## config.mk

```make
export PLATFORM = sky130hd
export DESIGN_NAME = pipe_field_renderer_flat
export DESIGN_NICKNAME = d
export VERILOG_FILES = /design/src/rtl/pipe_field_renderer_if.sv /design/src/rtl/pipe_field_renderer.sv /design/src/flat_wrapper.sv
export SDC_FILE = /design/constraint.sdc
export NUM_CORES = 1
export LEC_CHECK = 0
export ABC_AREA = 1
export BUFFER_PORTS_ARGS = -buffer_cell sky130_fd_sc_hd__buf_2
export CORE_UTILIZATION = 55
export DETAILED_ROUTE_END_ITERATION = 10
export GPL_TIMING_DRIVEN = 0
export PLACE_DENSITY = 0.72
export REMOVE_ABC_BUFFERS = 1
export SYNTH_ARGS = -nofsm -noshare
export SYNTH_HDL_FRONTEND = slang
export SYNTH_SLANG_ARGS = --single-unit
```

## constraint.sdc

```tcl
create_clock -name Clks -period 5.15 [get_ports Clks]
set_input_delay 1.03 -clock Clks [delete_from_list [all_inputs] [get_ports Clks]]
set_output_delay 1.03 -clock Clks [all_outputs]
set_load 0.02 [all_outputs]
```

## src/rtl/pipe_field_renderer_if.sv

```systemverilog
// Bus for the pipe field renderer: game-control inputs, raster position, pixel and score outputs.
interface pipe_field_renderer_if;
    logic        MoveTick;
    logic        Button;
    logic        Status;
    logic [15:0] GapTop;
    logic [15:0] CounterX;
    logic [15:0] CounterY;
    logic        PixGreen;
    logic        PixBlack;
    logic [15:0] NearestX;
    logic [15:0] NearestGap;
    logic        ScorePulse;

    modport master (
        output MoveTick, Button, Status, GapTop, CounterX, CounterY,
        input  PixGreen, PixBlack, NearestX, NearestGap, ScorePulse
    );

    modport slave (
        input  MoveTick, Button, Status, GapTop, CounterX, CounterY,
        output PixGreen, PixBlack, NearestX, NearestGap, ScorePulse
    );
endinterface

```

## src/rtl/pipe_field_renderer.sv

```systemverilog
// Scrolls NUM_PIPES pipe pairs, scores them against the bird column and rasterises them through a
// two-stage pixel path. Optional feature macro: PIPE_FIELD_SPEEDUP_EN (score-driven scroll speedup).
module pipe_field_renderer #(
    parameter int NUM_PIPES = 3,
    parameter int PIPE_W    = 90,
    parameter int GAP_H     = 150,
    parameter int SPACING   = 240,
    parameter int SCREEN_W  = 640,
    parameter int GROUND_Y  = 428,
    parameter int BIRD_X    = 160
) (
    input logic                  Clks,
    input logic                  Reset,
    pipe_field_renderer_if.slave bus
);
    localparam logic [15:0] PIPE_W16   = 16'(PIPE_W);
    localparam logic [15:0] GAP_H16    = 16'(GAP_H);
    localparam logic [15:0] SCREEN_W16 = 16'(SCREEN_W);
    localparam logic [15:0] GROUND_Y16 = 16'(GROUND_Y);
    localparam logic [15:0] BIRD_X16   = 16'(BIRD_X);
    localparam logic [15:0] INSET      = 16'(PIPE_W / 10);
    localparam logic [15:0] OUTLINE    = 16'(PIPE_W / 30);
    localparam logic [15:0] CAP_H      = 16'd33;
    localparam logic [15:0] Y_INIT     = 16'd100;
    localparam logic [15:0] GAP_MIN    = 16'd40;
    localparam logic [15:0] GAP_MAX    = 16'(GROUND_Y - GAP_H - 40);

    typedef enum logic [1:0] {
        IDLE   = 2'd0,
        RUN    = 2'd1,
        FROZEN = 2'd2
    } stateT;

    stateT                        state;
    stateT                        stateNext;
    logic                         tickPending;
    logic                         inWindow;
    logic                         doMove;
    logic [15:0]                  stepVal;
    logic [NUM_PIPES-1:0][15:0]   pipeXs;
    logic [NUM_PIPES-1:0][15:0]   pipeYs;
    logic [NUM_PIPES-1:0]         scoredVec;
    logic [NUM_PIPES-1:0]         newScore;
    logic [NUM_PIPES-1:0]         blackStage;
    logic [NUM_PIPES-1:0]         greenStage;
    logic [3:0]                   newCount;
    logic [3:0]                   scoreQueue;
    logic [3:0]                   queueNext;
    logic [15:0]                  bestX;
    logic [15:0]                  bestGap;
    logic                         bestValid;
    logic [15:0]                  nearestX;
    logic [15:0]                  nearestGap;
    logic                         scorePulse;
    logic                         pixGreen;
    logic                         pixBlack;

    function automatic logic [15:0] clampGap(input logic [15:0] raw);
        logic [15:0] res;
        if (raw < GAP_MIN) begin
            res = GAP_MIN;
        end else if (raw > GAP_MAX) begin
            res = GAP_MAX;
        end else begin
            res = raw;
        end
        return res;
    endfunction

    // Game state register
    always_ff @(posedge Clks) begin
        if (!Reset) begin
            state <= IDLE;
        end else begin
            state <= stateNext;
        end
    end

    // Game state transitions; FROZEN is left only through Reset
    always_comb begin
        stateNext = state;
        case (state)
            IDLE: begin
                if (!bus.Button) stateNext = RUN;
                else             stateNext = IDLE;
            end
            RUN: begin
                if (!bus.Status) stateNext = FROZEN;
                else             stateNext = RUN;
            end
            FROZEN:  stateNext = FROZEN;
            default: stateNext = IDLE;
        endcase
    end

    // Positions only change during vblank so a frame never shows two pipe positions
    assign inWindow = bus.CounterY > GROUND_Y16;
    assign doMove   = (state == RUN) && inWindow && (bus.MoveTick || tickPending);

    // Remembers a scroll tick that arrived while the raster was still drawing
    always_ff @(posedge Clks) begin
        if (!Reset) begin
            tickPending <= 1'b0;
        end else if (doMove) begin
            tickPending <= 1'b0;
        end else if ((state == RUN) && bus.MoveTick) begin
            tickPending <= 1'b1;
        end else begin
            tickPending <= tickPending;
        end
    end

`ifdef PIPE_FIELD_SPEEDUP_EN
    logic [2:0] scoreCount;
    logic [2:0] stepR;

    // Every eighth score pulse raises the scroll step, saturating at 4
    always_ff @(posedge Clks) begin
        if (!Reset) begin
            scoreCount <= 3'd0;
            stepR      <= 3'd1;
        end else if (scorePulse) begin
            scoreCount <= scoreCount + 3'd1;
            if ((scoreCount == 3'd7) && (stepR < 3'd4)) begin
                stepR <= stepR + 3'd1;
            end else begin
                stepR <= stepR;
            end
        end else begin
            scoreCount <= scoreCount;
            stepR      <= stepR;
        end
    end

    assign stepVal = {13'd0, stepR};
`else
    assign stepVal = 16'd1;
`endif

    for (genvar g = 0; g < NUM_PIPES; g++) begin : gPipe
        localparam logic [15:0] X_INIT = 16'(SCREEN_W + 320 + g * SPACING);

        logic [15:0] posX;
        logic [15:0] posY;
        logic [15:0] posXNext;
        logic [15:0] posYNext;
        logic        scoredFlag;
        logic        scoredNext;
        logic        hitScore;
        logic        wrapNow;
        logic [15:0] relX;
        logic [15:0] relYCap;
        logic [15:0] botCapY;
        logic [15:0] botBodyY;
        logic        inColumn;
        logic        inTopCap;
        logic        inBotCap;
        logic        inBody;
        logic        inBodyCol;
        logic        capEdge;
        logic        bodyEdge;
        logic        capHit;
        logic        bodyHit;
        logic        blackS;
        logic        greenS;
        logic        blackR;
        logic        greenR;

        // Scroll, wrap-reload and score-flag next state for this pipe
        always_comb begin
            posXNext   = posX;
            posYNext   = posY;
            wrapNow    = 1'b0;
            hitScore   = 1'b0;
            scoredNext = scoredFlag;
            if (doMove) begin
                if (posX < stepVal) begin
                    posXNext = SCREEN_W16;
                    posYNext = clampGap(bus.GapTop);
                    wrapNow  = 1'b1;
                end else begin
                    posXNext = posX - stepVal;
                end
            end else begin
                posXNext = posX;
            end
            hitScore = (state == RUN) && !scoredFlag && ((posX + PIPE_W16) < BIRD_X16);
            if (wrapNow) begin
                scoredNext = 1'b0;
            end else begin
                scoredNext = scoredFlag | hitScore;
            end
        end

        // Stage-1 region compares; columns past the screen edge are clipped, never wrapped
        always_comb begin
            relX      = bus.CounterX - posX;
            botCapY   = posY + GAP_H16;
            botBodyY  = botCapY + CAP_H;
            inColumn  = (bus.CounterX >= posX) && (relX < PIPE_W16) && (bus.CounterX < SCREEN_W16);
            inTopCap  = (bus.CounterY >= posY) && (bus.CounterY < (posY + CAP_H));
            inBotCap  = (bus.CounterY >= botCapY) && (bus.CounterY < botBodyY);
            inBody    = (bus.CounterY < posY) ||
                        ((bus.CounterY >= botBodyY) && (bus.CounterY <= GROUND_Y16));
            if (inTopCap) begin
                relYCap = bus.CounterY - posY;
            end else begin
                relYCap = bus.CounterY - botCapY;
            end
            inBodyCol = (relX >= INSET) && (relX < (PIPE_W16 - INSET));
            capEdge   = (relX < OUTLINE) || (relX >= (PIPE_W16 - OUTLINE)) ||
                        (relYCap < OUTLINE) || (relYCap >= (CAP_H - OUTLINE));
            bodyEdge  = (relX < (INSET + OUTLINE)) || (relX >= (PIPE_W16 - INSET - OUTLINE));
            capHit    = inColumn && (inTopCap || inBotCap);
            bodyHit   = inColumn && inBody && inBodyCol;
            blackS    = (capHit && capEdge) || (bodyHit && bodyEdge);
            greenS    = (capHit && !capEdge) || (bodyHit && !bodyEdge);
        end

        // Per-pipe position, score flag and stage-1 pixel registers
        always_ff @(posedge Clks) begin
            if (!Reset) begin
                posX       <= X_INIT;
                posY       <= Y_INIT;
                scoredFlag <= 1'b0;
                blackR     <= 1'b0;
                greenR     <= 1'b0;
            end else begin
                posX       <= posXNext;
                posY       <= posYNext;
                scoredFlag <= scoredNext;
                blackR     <= blackS;
                greenR     <= greenS;
            end
        end

        assign pipeXs[g]     = posX;
        assign pipeYs[g]     = posY;
        assign scoredVec[g]  = scoredFlag;
        assign newScore[g]   = hitScore;
        assign blackStage[g] = blackR;
        assign greenStage[g] = greenR;
    end

    // Score backlog so simultaneous scores leave as pulses on consecutive cycles
    always_comb begin
        newCount = 4'd0;
        for (int i = 0; i < NUM_PIPES; i++) begin
            newCount = newCount + {3'd0, newScore[i]};
        end
        queueNext = scoreQueue - {3'd0, (scoreQueue != 4'd0)} + newCount;
    end

    // Leftmost unscored pipe is the next obstacle ahead of the bird
    always_comb begin
        bestX     = 16'd0;
        bestGap   = 16'd0;
        bestValid = 1'b0;
        for (int i = 0; i < NUM_PIPES; i++) begin
            if (!scoredVec[i] && (!bestValid || (pipeXs[i] < bestX))) begin
                bestX     = pipeXs[i];
                bestGap   = pipeYs[i];
                bestValid = 1'b1;
            end else begin
                bestValid = bestValid;
            end
        end
    end

    // Output registers: score pulse, nearest pipe, and stage-2 pixel merge (outline wins)
    always_ff @(posedge Clks) begin
        if (!Reset) begin
            scoreQueue <= 4'd0;
            scorePulse <= 1'b0;
            nearestX   <= 16'd0;
            nearestGap <= 16'd0;
            pixBlack   <= 1'b0;
            pixGreen   <= 1'b0;
        end else begin
            scoreQueue <= queueNext;
            scorePulse <= (scoreQueue != 4'd0);
            nearestX   <= bestX;
            nearestGap <= bestGap;
            pixBlack   <= |blackStage;
            pixGreen   <= (|greenStage) & ~(|blackStage);
        end
    end

    assign bus.PixGreen   = pixGreen;
    assign bus.PixBlack   = pixBlack;
    assign bus.NearestX   = nearestX;
    assign bus.NearestGap = nearestGap;
    assign bus.ScorePulse = scorePulse;
endmodule

```

## src/flat_wrapper.sv

```systemverilog
// flat-port wrapper written by rule: the top's interface ports become plain ports
module pipe_field_renderer_flat 
#(
    parameter int NUM_PIPES = 3,
    parameter int PIPE_W    = 90,
    parameter int GAP_H     = 150,
    parameter int SPACING   = 240,
    parameter int SCREEN_W  = 640,
    parameter int GROUND_Y  = 428,
    parameter int BIRD_X    = 160
)
  (Clks, Reset, bus_MoveTick, bus_Button, bus_Status, bus_GapTop, bus_CounterX, bus_CounterY, bus_PixGreen, bus_PixBlack, bus_NearestX, bus_NearestGap, bus_ScorePulse);
  pipe_field_renderer_if bus_i ();
  input logic Clks;
  input logic Reset;
  input wire logic [$bits(bus_i.MoveTick)-1:0] bus_MoveTick;
  input wire logic [$bits(bus_i.Button)-1:0] bus_Button;
  input wire logic [$bits(bus_i.Status)-1:0] bus_Status;
  input wire logic [$bits(bus_i.GapTop)-1:0] bus_GapTop;
  input wire logic [$bits(bus_i.CounterX)-1:0] bus_CounterX;
  input wire logic [$bits(bus_i.CounterY)-1:0] bus_CounterY;
  output wire logic [$bits(bus_i.PixGreen)-1:0] bus_PixGreen;
  output wire logic [$bits(bus_i.PixBlack)-1:0] bus_PixBlack;
  output wire logic [$bits(bus_i.NearestX)-1:0] bus_NearestX;
  output wire logic [$bits(bus_i.NearestGap)-1:0] bus_NearestGap;
  output wire logic [$bits(bus_i.ScorePulse)-1:0] bus_ScorePulse;
  assign bus_i.MoveTick = bus_MoveTick;
  assign bus_i.Button = bus_Button;
  assign bus_i.Status = bus_Status;
  assign bus_i.GapTop = bus_GapTop;
  assign bus_i.CounterX = bus_CounterX;
  assign bus_i.CounterY = bus_CounterY;
  assign bus_PixGreen = bus_i.PixGreen;
  assign bus_PixBlack = bus_i.PixBlack;
  assign bus_NearestX = bus_i.NearestX;
  assign bus_NearestGap = bus_i.NearestGap;
  assign bus_ScorePulse = bus_i.ScorePulse;
  pipe_field_renderer #(.NUM_PIPES(NUM_PIPES), .PIPE_W(PIPE_W), .GAP_H(GAP_H), .SPACING(SPACING), .SCREEN_W(SCREEN_W), .GROUND_Y(GROUND_Y), .BIRD_X(BIRD_X)) u_core (.Clks(Clks), .Reset(Reset), .bus(bus_i));
endmodule
```

==> flow_summary.json, run 1 <==
{
  "yosysMostFrequentCell": "nand2_1",
  "r2r_end": "u_core.bus.NearestX[14]",
  "start_util_pct": 56.45,
  "grt_setup_unrepaired": "false",
  "final.setup.tns_ns": 0,
  "dp.final_hpwl_um": 47740,
  "synthTopCellsByCount": "nand2_1 (583), inv_1 (374), nor2_1 (302)",
  "place_area_mm2": 0.01991,
  "grt_pass1_wl_um": 95400,
  "fmax_mhz": 203.7,
  "wl_per_cell_um": 17.29,
  "synth.avg_cell_area_um2": 6.449,
  "worstSetupPathType": "reg2reg",
  "vias_per_cell": 5.742,
  "critPathLaunchType": "flip-flop",
  "finalWirelength_um": 60270,
  "num_antenna_cells": 0,
  "io_buffers": 87,
  "yosysWarnings": 0,
  "cpPeakStageDelay_ns": 0.53,
  "clockRootBuffer": "clkbuf_16",
  "slowest_stage": "dfxtp_1",
  "cpMostUsedCell": "nand2_1",
  "min_from": "u_core.state[1]",
  "final_nets": 3374,
  "cts_buffer_depth": 2,
  "drive_above_1_share_pct": 5.958,
  "cts_tree": "done",
  "route.detailed.drc": 0,
  "final_max_slew_viol_count": 0,
  "post-route-period-util_pct": 95.32,
  "synth-seq-cells": 147,
  "synth_edf_count": 0,
  "rr_worst_depth": 26,
  "fin_crit_ns": 4.909,
  "ys_types": 60,
  "setup_viol": 0,
  "design_area_mm2": 0.02061,
  "cts_max_level": 4,
  "cp-end-kind": "flip-flop",
  "cts_sinks": 147,
  "path_clk_slew_ns": 0.07,
  "grt_pass1_vias": 18650,
  "rows": 67,
  "cts_made_buffers": 17,
  "whs_ns": 0.4509,
  "final_cells": 3486,
  "die_area_mm2": 0.03542,
  "antenna_found_initial": 2,
  "drtPass1Iterations": 6,
  "fin_worst_skew_ns": 0.009572,
  "fillers": 3303,
  "syn_area_mm2": 0.01907,
  "rrSetupSlack_ns": 0.24,
  "required_ns": 5.50,
  "vias": 20020,
  "yosys.area.top_type": "ha_1",
  "grt_max_degree": 65,
  "groute.usage.overall_pct": 33.73,
  "yosysSeqAreaShare_pct": 15.43,
  "ys.flop_type": "dfxtp_1",
  "outcome": "completed",
  "placed_cells": 3449,
  "rr_startpoint": "u_core.gPipe[0].scoredFlag",
  "async_reset_ff_share_pct": 0,
  "cp.buffers_inverters": 6,
  "area_growth_pct": 8.063,
  "cp.arrival_ns": 5.26,
  "fin_total_pwr_mw": 3.521,
  "crit_family": "simple AND/OR/NAND/NOR gates",
  "coreArea_mm2": 0.03378,
  "vdd_drop_max_mv": 0.2406,
  "max-slew-margin-rel_pct": 11.37,
  "clk_latency_ns": 0.45,
  "crit_fanout": 32,
  "hold_viol": 0,
  "power_leakage_nw": 9.828,
  "gr-total-overflow": 0,
  "synth_top_area_share_pct": 18.70,
  "power_density_mw_per_mm2": 170.9,
  "synthTopCellsByArea": "ha_1 (19%), dfxtp_1 (15%), nand2_1 (11%)",
  "max_cap_viol_count": 0,
  "die_h_um": 188.2,
  "hp-class": "reg2reg",
  "worst_pin_slew_ns": 1.329,
  "min_path_cells": 1,
  "ant_nets": 0,
  "drt_iter0_markers": 1647,
  "syn_inst": 2957,
  "die_x_um": 188.2,
  "ioPinCount": 88,
  "holdPathEnd": "u_core.state[0]",
  "gp_congestion": 0.9831
}
## state kept, by name (all words and copies together) (netlist names)
signal                   count
u_core.bus.NearestGap       16
u_core.bus.NearestX         16
u_core.bus.PixBlack          1
u_core.bus.PixGreen          1
u_core.bus.ScorePulse        1
u_core.gPipe.blackR          3
u_core.gPipe.greenR          3
u_core.gPipe.posX           48
u_core.gPipe.posY           48
u_core.gPipe.scoredFlag      3
u_core.scoreQueue            4
u_core.state                 2
u_core.tickPending           1
## cell usage in the layout, fill, tap and decap left out, types with 5 or more instances in the layout
cell	count
o21ai_0	151
buf_2	87
fa_1	11
a21oi_1	283
inv_2	9
nor3_2	6
xnor2_1	47
a31oi_1	12
clkbuf_16	17
o31ai_1	8
a211oi_1	16
or2_2	18
inv_1	372
nor2_1	302
nand4_1	69
nand3_1	188
nand3b_1	11
a21o_1	8
ha_1	285
clkinv_1	10
o21ai_1	15
nor3b_1	5
o211ai_1	14
nand2_1	583
a21boi_0	6
o21bai_1	15
nor3_1	69
nor4_1	20
o21a_1	16
xor2_1	168
inv_6	5
dfxtp_1	146
## power by group
part           internal, mW  total (mW)  switching [mW]
Combinational         0.371        1.03           0.657
Clock                 0.726        1.31           0.588
Sequential             1.17        1.18          0.0137
## layer usage
layer  part of all wire, %  GRT usage [%]  up-vias
met4                   4.6          16.29        4
li1                      -              -    10090
met1                    44          43.29     9112
met3                   6.0          3.781      147
met2                    45          56.15      663
met5                 0.040              0        -
## area by class of cell
class	instances	area [um2]	area share (%)
clock buffer	17	425.4	2.064
clock inverter	15	170.2	0.8257
inverter	392	1475	7.158
multi-input combinational	2376	14550	70.58
sequential	147	2944	14.29
tap	448	560.5	2.720
timing repair buffer	90	483.0	2.344
timing repair inverter	1	5.005	0.02429
## worst max path at each step
stage / cells after the start / slack, ns / end / startpoint
6_report: 26 / 0.24 / u_core.bus.NearestX[14] / u_core.gPipe[0].scoredFlag
5_1_grt: 27 / 0.01 / u_core.bus.NearestX[8] / u_core.gPipe[0].scoredFlag
4_1_cts: 26 / 0.06 / u_core.gPipe[2].greenR / u_core.gPipe[2].posY[1]
3_5_place_dp: 24 / -1.60 / u_core.bus.NearestGap[0] / u_core.gPipe[0].scoredFlag
3_3_place_gp: 24 / -1.57 / u_core.bus.NearestGap[0] / u_core.gPipe[0].scoredFlag
2_1_floorplan: 23 / 0.67 / u_core.bus.NearestGap[0] / u_core.gPipe[0].scoredFlag
## cells by family (layout without fill, tap and decap cells)
family                     count (synthesis)  after routing  synth area share (%)
and+or+nand+nor                         1290           1292                 29.37
AOI/OAI and AO/OA                        572            572                 16.75
buffers and inverters                    436            515                 8.641
adders and majority gates                296            296                 19.85
xor gates and xnor gates                 216            216                 9.959
DFF                                      147            147                 15.43
## worst register-to-register path, stage by stage (launching register included)
cell and delay [ns]:
dfxtp_1 0.53, clkinvlp_4 0.18, buf_12 0.17, nand2_1 0.11, ha_1 0.25, nand2_1 0.09
inv_1 0.04, nand3_1 0.11, a31oi_1 0.08, nor2_1 0.11, nand2_1 0.10, nand2_1 0.35
nand2_8 0.22, o21ai_1 0.36, inv_1 0.09, ha_1 0.30, nand2_1 0.07, inv_1 0.06
nand3_1 0.07, a31oi_1 0.09, a2111oi_1 0.49, nand2_1 0.10, buf_4 0.19, nand2_4 0.34
nand3_1 0.16, nand2_1 0.10, nor2_1 0.05
## through the flow
stage	utilization (%)	setup slack [ns]
3_3_place_gp	58.88	-1.574
3_5_place_dp	58.93	-1.604
2_1_floorplan	-	0.6714
6_report	61.00	0.2412
5_1_grt	61.00	0.01297
4_1_cts	60.84	0.06384
## repair_timing
item	4_1_cts	5_1_grt
gates resized for setup	9	10
hold buffers	0	0
cloned	1	2
setup buffers	1	1
endpoints found under the hold margin	0	0
setup endpoints to repair	32	38
pin swaps	0	3
Note: power is estimated with default switching activity, not from simulation.
==> run 2: changes to the inputs <==
--- a/config.mk
+++ b/config.mk
@@ -10,7 +10,7 @@
 export CORE_UTILIZATION = 55
 export DETAILED_ROUTE_END_ITERATION = 10
 export GPL_TIMING_DRIVEN = 0
-export PLACE_DENSITY = 0.72
+export PLACE_DENSITY_LB_ADDON = 0.3
 export REMOVE_ABC_BUFFERS = 1
 export SYNTH_ARGS = -nofsm -noshare
 export SYNTH_HDL_FRONTEND = slang
==> run 2 against run 1 <==
  * Sequential power hardly changed
  * Sequential share of layout area hardly changed
  * Die area stayed put
  * Wire length is 2.1% lower
  * Global-route usage is 0.59 points lower
  * Hold slack better by 0.013 ns
  * Flip-flop and latch count stayed put
  * Design area is 0.21% lower
  * Largest cell class unchanged
  * Largest power group unchanged
==> flow_summary.json, run 2 (synthesis gave the netlist of run 1 again) <==
{
  "reg_top3": "u_core.gPipe.posX x48, u_core.gPipe.posY x48",
  "slowest_stage": "dfxtp_1",
  "die_area_mm2": 0.03542,
  "fmax_mhz": 202.4,
  "worst_pin_slew_ns": 1.265,
  "io_buffers": 87,
  "die_x_um": 188.2,
  "grt_pass1_vias": 19270,
  "power_density_mw_per_mm2": 169.7,
  "hold_viol": 0,
  "final_cells": 3482,
  "cts_made_buffers": 17,
  "fillers": 3232,
  "critPathLaunchType": "flip-flop",
  "layout_common_cells": "nand2_1 (583), inv_1 (372), nor2_1 (302)",
  "fin_crit_ns": 4.940,
  "ant_nets": 0,
  "drtPass1Iterations": 6,
  "gp_congestion": 0.9747,
  "vias_per_cell": 5.822,
  "pre_cts_slack_ns": -1.341,
  "cts_sinks": 147,
  "worstSetupPathType": "reg2reg",
  "dp.final_hpwl_um": 47090,
  "ioPinCount": 88,
  "cts_buffer_depth": 2,
  "cts_hold_buf": 0,
  "gr-total-overflow": 0,
  "fin_worst_skew_ns": 0.01644,
  "worst_slack_ns": 0.2100,
  "clockRootBuffer": "clkbuf_16",
  "placed_cells": 3449,
  "clk_latency_ns": 0.45,
  "coreArea_mm2": 0.03378,
  "path_cells": "clkinvlp_4 > buf_4 > nand2_1 > ha_1 > nand2_1 > inv_1 > nand3_1 > a31oi_1 > nor2_1 > nand2_1 > nand2_1 > nand2_8 > o21ai_0 > ha_1 > nand4_1 > a31oi_1 > a2111oi_1 > nand2_1 > nand2_8 > a21oi_1 > nor2_1",
  "setup_viol": 0,
  "cts_tree": "done",
  "drt_iter0_markers": 1488,
  "min_path_cells": 2,
  "rr_worst_depth": 21,
  "wl_per_cell_um": 16.94,
  "post-route-period-util_pct": 95.92,
  "outcome": "completed",
  "grt_pass1_wl_um": 95020,
  "vdd_drop_max_mv": 0.2562,
  "drive_above_1_share_pct": 5.900,
  "cts_max_level": 4,
  "cp.arrival_ns": 5.26,
  "vias": 20270,
  "cpPeakStageDelay_ns": 0.53,
  "final_nets": 3373,
  "die_h_um": 188.2,
  "design_area_mm2": 0.02056,
  "cpMostUsedCell": "nand2_1",
  "final_max_slew_viol_count": 0,
  "num_antenna_cells": 0,
  "finalWirelength_um": 58990,
  "required_ns": 5.47,
  "fin_total_pwr_mw": 3.490,
  "antenna_found_initial": 0,
  "max-slew-margin-rel_pct": 15.66,
  "cp-end-kind": "flip-flop",
  "crit_fanout": 64,
  "hp-class": "reg2reg",
  "area_growth_pct": 7.833,
  "path_clk_slew_ns": 0.07,
  "start_util_pct": 56.45,
  "rows": 67,
  "mostFrequentLayoutCell": "nand2_1",
  "final_util_pct": 60.87,
  "grt_setup_unrepaired": "false",
  "place_area_mm2": 0.01991,
  "groute.usage.overall_pct": 33.13,
  "route.detailed.drc": 0,
  "power_leakage_nw": 9.801,
  "grt_max_degree": 65,
  "max_cap_viol_count": 0
}
-- run 2: where the power goes --
part / switching (mW) / leakage [nW] / internal, mW
Combinational: 0.659 / 8.34 / 0.370
Clock: 0.559 / 0.267 / 0.722
Sequential: 0.0140 / 1.19 / 1.17
-- run 2: layout make-up --
class / instances / area (um2) / area share [%]
multi-input cells: 2374 / 14530 / 70.67
flip-flops and latches: 147 / 2944 / 14.32
inverters: 392 / 1475 / 7.173
well taps: 448 / 560.5 / 2.726
repair buffers: 91 / 478.0 / 2.324
clock buffers: 18 / 439.2 / 2.136
clock inverters: 11 / 130.1 / 0.6328
repair inverters: 1 / 5.005 / 0.02434
-- run 2: per-stage QoR --
step	TNS [ns]	hold WS, ns
4_1_cts	0	0.4670
2_1_floorplan	0	0.4231
6_report	0	0.4639
5_1_grt	0	0.4964
3_5_place_dp	-38.66	0.4540
3_3_place_gp	-40.10	0.4346
-- run 2: critical path: cells and delay by family (launching register included) --
kind                       cells  cell delay, ns
and+or+nand+nor               11            2.02
buffers and inverters          3            0.38
adders and majority gates      2            0.61
DFF                            1            0.53
AOI/OAI and AO/OA              5            1.14
-- run 2: path summary, 6_finish.rpt --
check	start	end	slack, ns
worst max-delay path	u_core.gPipe[0].scoredFlag	u_core.bus.NearestGap[0]	0.21
worst min-delay path	u_core.gPipe[0].greenR	u_core.bus.PixGreen	0.46
worst max register to register	u_core.gPipe[0].scoredFlag	u_core.bus.NearestGap[0]	0.21
worst min register to register	u_core.gPipe[0].greenR	u_core.bus.PixGreen	0.46
-- run 2: routing by layer --
layer	global-route usage [%]	vias up	share of wire, %
li1	-	10080	-
met1	41.35	9297	43
met5	0	-	0
met3	3.893	178	6.0
met4	18.14	0	5.4
met2	55.49	721	45
-- run 2: timing repair --
action	in CTS	in global routing
gates cloned	1	0
pin swaps	0	1
endpoints found under the hold margin	0	0
endpoints found under the setup margin	32	38
setup buffers	0	3
gates resized for setup	8	12
==> run 3: changes to the inputs <==
--- a/config.mk
+++ b/config.mk
@@ -7,6 +7,7 @@
 export LEC_CHECK = 0
 export ABC_AREA = 1
 export BUFFER_PORTS_ARGS = -buffer_cell sky130_fd_sc_hd__buf_2
+export CORE_ASPECT_RATIO = 0.9
 export CORE_UTILIZATION = 55
 export DETAILED_ROUTE_END_ITERATION = 10
 export GPL_TIMING_DRIVEN = 0
==> run 3 against run 2 <==
  * Global-route usage rose by 1.1 points
  * Clock power about the same
  * Die area barely moved
  * Sequential share of layout area is essentially flat
  * Clock-buffer cell count did not move
  * Fmax up 2.6%
  * Core utilization shrank 0.34 points
==> flow_summary.json, run 3 (synthesis gave the netlist of run 1 again) <==
{
  "outcome": "completed",
  "coreArea_mm2": 0.03403,
  "grt_max_degree": 65,
  "final.setup.tns_ns": 0,
  "groute.usage.overall_pct": 34.20,
  "fillers": 3247,
  "grt_pass1_vias": 18660,
  "fin_worst_skew_ns": 0.01292,
  "die_h_um": 178.7,
  "route.detailed.drc": 0,
  "vias_per_cell": 5.805,
  "vdd_drop_max_mv": 0.2344,
  "start_util_pct": 56.04,
  "clockRootBuffer": "clkbuf_16",
  "crit_fanout": 7,
  "cp.arrival_ns": 5.15,
  "cts_max_level": 4,
  "cts_tree": "done",
  "fin_crit_ns": 4.816,
  "power_leakage_nw": 9.818,
  "design_area_mm2": 0.02060,
  "pre_cts_slack_ns": -1.396,
  "worstSetupPathType": "reg2reg",
  "mostFrequentLayoutCell": "nand2_1",
  "area_growth_pct": 8.024,
  "fmax_mhz": 207.6,
  "die_x_um": 198.3,
  "finalWirelength_um": 60760,
  "path_clk_slew_ns": 0.07,
  "drive_above_1_share_pct": 6.059,
  "ioPinCount": 88,
  "final_max_slew_viol_count": 0,
  "place_area_mm2": 0.01993,
  "dp.final_hpwl_um": 47990,
  "worst_pin_slew_ns": 1.330,
  "power_density_mw_per_mm2": 169.1,
  "max_cap_viol_count": 0,
  "hold_viol": 0,
  "grt_pass1_wl_um": 95340,
  "ant_nets": 0,
  "post-route-period-util_pct": 93.52,
  "clk_latency_ns": 0.45,
  "drt_iter0_markers": 1938,
  "grt_setup_unrepaired": "true",
  "cp-end-kind": "flip-flop",
  "worst_slack_ns": 0.3337,
  "cts_buffer_depth": 2,
  "cts_sinks": 147,
  "final_util_pct": 60.53,
  "gp_congestion": 0.9427,
  "drtPass1Iterations": 6,
  "reg_top3": "u_core.gPipe.posX x48, u_core.gPipe.posY x48",
  "die_area_mm2": 0.03542,
  "required_ns": 5.48,
  "max-slew-margin-rel_pct": 11.31,
  "vias": 20320,
  "final_nets": 3373,
  "cts_made_buffers": 17,
  "antenna_found_initial": 2,
  "io_buffers": 87,
  "setup_viol": 0,
  "wl_per_cell_um": 17.35,
  "hp-class": "reg2reg",
  "rows": 64,
  "layout_common_cells": "nand2_1 (583), inv_1 (372), nor2_1 (302)",
  "critPathLaunchType": "flip-flop",
  "gr-total-overflow": 0
}
## run 3: cell types whose count changed in the layout (fill, tap and decap cells not counted), sizes merged
cell and delta:
clkinv +3, clkinvlp -4, diode +2, bufinv -2
inv +6
## run 3: layout make-up
type	instances	area (um2)	area share [%]
inverters	392	1475	7.161
repair buffers	91	478.0	2.320
well taps	462	578.1	2.806
clock inverters	14	136.4	0.6620
multi-input cells	2374	14540	70.58
repair inverters	1	5.005	0.02429
clock buffers	18	439.2	2.132
diodes	2	5.005	0.02429
flip-flops and latches	147	2944	14.29
## run 3: final timing paths
path / from / to / slack [ns] / cells past startpoint
setup / recovery: u_core.gPipe[2].posY[1] / u_core.gPipe[2].blackR / 0.33 / 26
hold / removal: u_core.state[1] / u_core.state[0] / 0.46 / 1
setup reg to reg: u_core.gPipe[2].posY[1] / u_core.gPipe[2].blackR / 0.33 / 26
hold reg to reg: u_core.state[1] / u_core.state[0] / 0.46 / 1
## run 3: repair_timing
| item | in CTS | in global routing |
|---|---|---|
| cloned | 1 | 0 |
| setup endpoints to repair | 33 | 38 |
| hold buffers | 0 | 0 |
| buffers inserted | 0 | 3 |
| resized for setup | 6 | 16 |
## run 3: per-layer routing
metal	vias to the layer above	GRT usage (%)	wire length [um]
met5	-	0	0
met4	0	14.37	2541
met3	134	5.117	4767
met2	785	56.11	27070
met1	9321	44.62	26380
li1	10080	-	-
## run 3: metrics by stage
stage          instances  total power [mW]  hold WS, ns
2_1_floorplan       2913             1.930       0.4231
3_3_place_gp        3462             2.178       0.4370
3_5_place_dp        3463             2.216       0.4464
4_1_cts             3496             3.468       0.4566
5_1_grt             3500             3.675       0.4902
6_report            3501             3.484       0.4585
## run 3: power breakdown
| part | internal [mW] | leakage (nW) | switching [mW] | total, mW |
|---|---|---|---|---|
| registers | 1.17 | 1.19 | 0.0147 | 1.18 |
| logic | 0.372 | 8.34 | 0.664 | 1.04 |
| clock network | 0.656 | 0.287 | 0.612 | 1.27 |
## run 3: worst max-delay path, cell delays in order (launching register included)
cell and delay, ns:
dfxtp_1 0.45, inv_1 0.22, ha_1 0.30, or2_4 0.28, nand2_4 0.08, nand2_1 0.05, nand2_1 0.08, nand2_1 0.10
inv_1 0.09, nand3_1 0.08, xor2_1 0.30, inv_1 0.10, or3_4 0.39, nor3_2 0.13, xnor2_1 0.13, inv_1 0.06
ha_1 0.31, nand4_1 0.15, nor3_2 0.24, nand2_1 0.09, nand2_1 0.09, a21oi_1 0.04, o21ai_1 0.28, nand3_1 0.12
nor2_1 0.14, nand3_1 0.11, a21oi_2 0.30
